## src/rtl/writeback_stage.sv

```systemverilog
// Writeback stage of the rv32i pipeline: one-entry holding register, load formatting,
// register file write port, forwarding view and retired-instruction counter.
module writeback_stage #(
    parameter int unsigned DATA_WIDTH     = 32,
    parameter int unsigned REG_ADDR_WIDTH = 5,
    parameter int unsigned INSTRET_WIDTH  = 64
) (
    input  logic                      CLK,
    input  logic                      RST,
    input  logic                      mem_valid,
    output logic                      wb_ready,
    input  logic                      mem_reg_write,
    input  logic [REG_ADDR_WIDTH-1:0] mem_rd_addr,
    input  logic [1:0]                mem_wb_sel,
    input  logic [2:0]                mem_funct3,
    input  logic [DATA_WIDTH-1:0]     mem_alu_result,
    input  logic [DATA_WIDTH-1:0]     mem_load_data,
    input  logic [DATA_WIDTH-1:0]     mem_pc,
    input  logic [DATA_WIDTH-1:0]     mem_imm,
    input  logic                      hold,
    output logic                      write_enable,
    output logic [REG_ADDR_WIDTH-1:0] write_addr,
    output logic [DATA_WIDTH-1:0]     write_data,
    output logic                      fwd_valid,
    output logic [INSTRET_WIDTH-1:0]  instret
);

    typedef enum logic [1:0] {
        SelAlu  = 2'b00,
        SelLoad = 2'b01,
        SelPc4  = 2'b10,
        SelImm  = 2'b11
    } wb_sel_e;

    logic                      valid_q;
    logic                      reg_write_q;
    logic [REG_ADDR_WIDTH-1:0] rd_q;
    logic [DATA_WIDTH-1:0]     result_q;
    logic [INSTRET_WIDTH-1:0]  instret_q;

    logic                      commit;
    logic                      capture;
    logic [1:0]                byte_addr;
    logic [7:0]                load_byte;
    logic [15:0]               load_half;
    logic [DATA_WIDTH-1:0]     load_fmt;
    logic [DATA_WIDTH-1:0]     result_d;

    assign commit   = valid_q & ~hold;
    assign wb_ready = ~valid_q | ~hold;
    assign capture  = mem_valid & wb_ready;

    assign byte_addr = mem_alu_result[1:0];

    // Byte lane select; halfword loads ignore the low address bit.
    always_comb begin
        load_byte = 8'h00;
        unique case (byte_addr)
            2'd0: load_byte = mem_load_data[7:0];
            2'd1: load_byte = mem_load_data[15:8];
            2'd2: load_byte = mem_load_data[23:16];
            2'd3: load_byte = mem_load_data[31:24];
            default: load_byte = 8'h00;
        endcase
        load_half = byte_addr[1] ? mem_load_data[31:16] : mem_load_data[15:0];
    end

    always_comb begin
        load_fmt = mem_load_data;
        case (mem_funct3)
            3'b000:  load_fmt = {{(DATA_WIDTH-8){load_byte[7]}}, load_byte};
            3'b001:  load_fmt = {{(DATA_WIDTH-16){load_half[15]}}, load_half};
            3'b100:  load_fmt = {{(DATA_WIDTH-8){1'b0}}, load_byte};
            3'b101:  load_fmt = {{(DATA_WIDTH-16){1'b0}}, load_half};
            default: load_fmt = mem_load_data;
        endcase
    end

    always_comb begin
        result_d = mem_alu_result;
        unique case (wb_sel_e'(mem_wb_sel))
            SelAlu:  result_d = mem_alu_result;
            SelLoad: result_d = load_fmt;
            SelPc4:  result_d = mem_pc + DATA_WIDTH'(4);
            SelImm:  result_d = mem_imm;
            default: result_d = mem_alu_result;
        endcase
    end

    always_ff @(posedge CLK or posedge RST) begin
        if (RST) begin
            valid_q     <= 1'b0;
            reg_write_q <= 1'b0;
            rd_q        <= '0;
            result_q    <= '0;
        end else if (capture) begin
            valid_q     <= 1'b1;
            reg_write_q <= mem_reg_write;
            rd_q        <= mem_rd_addr;
            result_q    <= result_d;
        end else if (commit) begin
            valid_q     <= 1'b0;
        end
    end

    always_ff @(posedge CLK or posedge RST) begin
        if (RST) begin
            instret_q <= '0;
        end else if (commit) begin
            instret_q <= instret_q + INSTRET_WIDTH'(1);
        end
    end

    // x0 still retires but never reaches the register file.
    assign write_enable = commit & reg_write_q & (rd_q != '0);
    assign fwd_valid    = write_enable;
    assign write_addr   = rd_q;
    assign write_data   = result_q;
    assign instret      = instret_q;

endmodule

```

## config.mk

```make
export PLATFORM = sky130hd
export DESIGN_NAME = writeback_stage
export DESIGN_NICKNAME = d
export VERILOG_FILES = /design/src/rtl/writeback_stage.sv
export SDC_FILE = /design/constraint.sdc
export NUM_CORES = 1
export LEC_CHECK = 0
export BUFFER_PORTS_ARGS = -buffer_cell sky130_fd_sc_hd__buf_2
export CORE_MARGIN = 8
export CORE_UTILIZATION = 25
export CTS_CLUSTER_SIZE = 10
export DETAILED_ROUTE_END_ITERATION = 8
export PLACE_DENSITY = 0.57
export SLEW_MARGIN = 20
export SYNTH_ARGS = -nofsm -noshare
export SYNTH_HDL_FRONTEND = slang
export SYNTH_SLANG_ARGS = --single-unit
export TNS_END_PERCENT = 100
```

## constraint.sdc

```tcl
create_clock -name CLK -period 4.1 [get_ports CLK]
set_clock_uncertainty 0.05 [all_clocks]
set_input_delay 0 -clock CLK [delete_from_list [all_inputs] [get_ports CLK]]
set_output_delay 0 -clock CLK [all_outputs]
set_load 0.03 [all_outputs]
```

==> metrics.txt <==
part of the power in registers 0.409; largest net degree at the start of global routing 71; Fillers 2,664; max cap viols 0; Netlist Area Pre-Place 6370 sq um; register area 2580 sq um; clock buffer depth 2; worst hold-check path type input pin to flip-flop; clock share of power 0.309; Worst Path Max Fanout 21; top post-synthesis cells by area dfrtp_1 (40%), xnor2_1 (8.1%), nand2_1 (4.9%); gr ovfl total 0; nets@finish 1,138; TritonCTS clock tree yes; asr flop ratio synth 1.00; most used cell, CP dlygate4sd3_1; final cycle utilization of the critical path 0.664; io pins 247; Reg clk slew, reported paths 80 ps; DRT Pass-1 Iters 7; switching part of the total power 0.362; Setup Buffers After CTS 0; dominant cell type by area after synthesis dfrtp_1; hpwl dp 20.5 mm; Critical Path Max Stage Delay 610 ps; Detail Route Antenna Nets 0; CORE AREA 25,100 sq um; fin crit period 2720 ps; gr usage total 0.170; drt first-iter violations 456; Seq/Total Area, Yosys 0.405; power density over the cells 329 nW/um^2; RSZ-0062 raised after global routing false; vias in the first global route 6,943; Slew Limit Fails 0; IO Port Bufs 246; Net Switching 0.00105 W; f_max 367 MHz; worst path required time 4290 ps; Post-Syn Nets 856; Power Internal 0.00184 W; Finished Layout Cells 1,329; number of synthesized flops with an enable pin 0; initial antenna violation count 7; delay-heaviest family, CP buffers and inverters; Area Growth Syn to Fin 37.6%; total CTS buffers 9; count leader, synth dfrtp_1; combinational power share 0.282; crit path kind flip-flop to flip-flop; Crit. End Element flip-flop; Fin. Hold Viols 0; clock root buffer clkbuf_16; worst vdd ir 0.176 mV; CP Launch Type flip-flop; LEAKAGE 3.96 nW; Detailed Route WL 26.9 mm; CTS Sinks 103; distinct cell type count of the synthesized netlist 66; Most used DFF post-synth dfrtp_1; yosys warns 0; slew margin rel. 0.341; Post-Syn Instances 711; status completed; Final Setup Violations 0; crit-path cells nand2_1 > nand2_2 > a221oi_1 > dlygate4sd3_1 > a31oi_1 > dlygate4sd3_1; DRC violations left 0; Die Wd 176 microns; Synth Area per Inst 8.95 sq um; Worst Path Arrival 2910 ps; Via Count 6,877; die boundary height 176 microns; drt via density 5.17; dpl cells 1,251; starting density of the core 0.254; global-route wire length before repair 41.3 mm; Total Die Area 30,800 sq um; #FFs+latches synth 103; wire per inst 20.2 microns; share of the synthesized area in the top cell type 0.405; worst skew pair latency 350 ps; share of cells above drive strength 1 0.301; multi-input logic area 3530 sq um; CP bufs+invs 2; Least-Margin Pin Slew 980 ps; Row Count 58; H-tree Lvls 3; slowest stage cell, crit path dlygate4sd3_1; top cells by count, synth dfrtp_1 (103), nand2_1 (83), xnor2_1 (59), o21ai_0 (49), nor2_1 (41); Total Neg Setup Slack 0 ps; Final GP Congestion 0.925
-- path summary, 6_finish.rpt --
check,start,end,slack [ps],depth (start not counted)
worst max-delay path,valid_q$_DFFE_PP0P_,write_data[16]$_DFFE_PP0P_,1380,6
max in group asynchronous,RST,write_data[11]$_DFFE_PP0P_,2640,4
worst min register to register,write_data[12]$_DFFE_PP0P_,write_data[12]$_DFFE_PP0P_,430,2
worst max register to register,valid_q$_DFFE_PP0P_,write_data[16]$_DFFE_PP0P_,1380,6
min in group asynchronous,RST,instret[25]$_DFFE_PP0P_,360,3
worst min-delay path,mem_load_data[2],write_data[2]$_DFFE_PP0P_,40,4
-- placed cells by master, fill, tap and decap left out, types with 9 or more instances in the layout --
cell type,synthesis,layout
a311oi_1,9,9
nor4_1,13,13
nand2_1,83,82
dlygate4sd3_1,0,61
or3_1,12,12
a31oi_1,11,11
nor2b_1,11,11
and4_1,10,10
dfrtp_1,103,103
buf_2,2,246
nand3_1,31,31
a21oi_1,32,32
nor2_1,41,41
and2_1,10,10
xor2_1,14,14
mux2i_1,12,12
xnor2_1,59,59
o21ai_0,49,49
nor3_1,21,21
nand4_1,37,37
clkbuf_16,0,9
-- sequential cells by signal, indices dropped and copies added (netlist names) --
name	cells
reg_write_q	1
instret	64
valid_q	1
write_addr	5
write_data	32
-- logic make-up after synthesis --
logic type | count (synthesis) | synth area share
AND/OR/NAND/NOR | 302 | 0.252
buffers and inverters | 53 | 0.0413
flip-flops | 103 | 0.405
multiplexers | 16 | 0.0277
adder cells (fa/ha/maj) | 2 | 0.00393
XOR/XNOR | 73 | 0.100
AO/OA/AOI/OAI | 162 | 0.169
-- power groups by stage --
stage / Clock [W] / Sequential, W / Combinational (W)
6_report: 0.000891 / 0.00118 / 0.000813
5_1_grt: 0.000966 / 0.00120 / 0.000878
4_1_cts: 0.000931 / 0.00118 / 0.000818
3_5_place_dp: 0 / 0.00120 / 0.000741
3_3_place_gp: 0 / 0.00120 / 0.000738
2_1_floorplan: 0 / 0.00137 / 0.000262
-- worst register-to-register path, stage by stage, from the launching register on --
cell	delay, ps
dfrtp_1	410
nand2_1	180
nand2_2	340
a221oi_1	380
dlygate4sd3_1	610
a31oi_1	80
dlygate4sd3_1	570
-- metal layers --
metal	vias to the layer above	global-route usage	share of wire
li1	3196	-	-
met1	3321	0.220	0.44
met2	311	0.273	0.46
met3	43	0.0470	0.077
met4	6	0.0477	0.022
met5	-	0	0.0012
-- repair_timing --
action	CTS	global route
hold buffers	61	0
hold endpoints to repair	106	0
setup endpoints to repair	0	0
gates resized for setup	0	0
-- layout make-up --
cell class,count,area share
repair buffers,315,0.217
inverters,9,0.00414
diodes,1,0.000286
well taps,330,0.0471
clock inverters,7,0.00843
clock buffers,9,0.0257
flip-flops and latches,103,0.294
multi-input cells,555,0.403
-- through the flow --
step	utilization	area, sq um	hold WS, ps	worst slack (ps)	total power [W]
after floorplan	-	6370	55.4	1350	0.00163
after detailed placement	0.312	7850	146	1700	0.00194
after CTS	0.349	8760	5.07	1480	0.00293
after global placement	0.312	7850	145	1740	0.00194
after global routing	0.349	8760	39.4	1290	0.00304
final	0.349	8760	42.0	1380	0.00289
No activity file was read; power rests on OpenSTA's default activity.
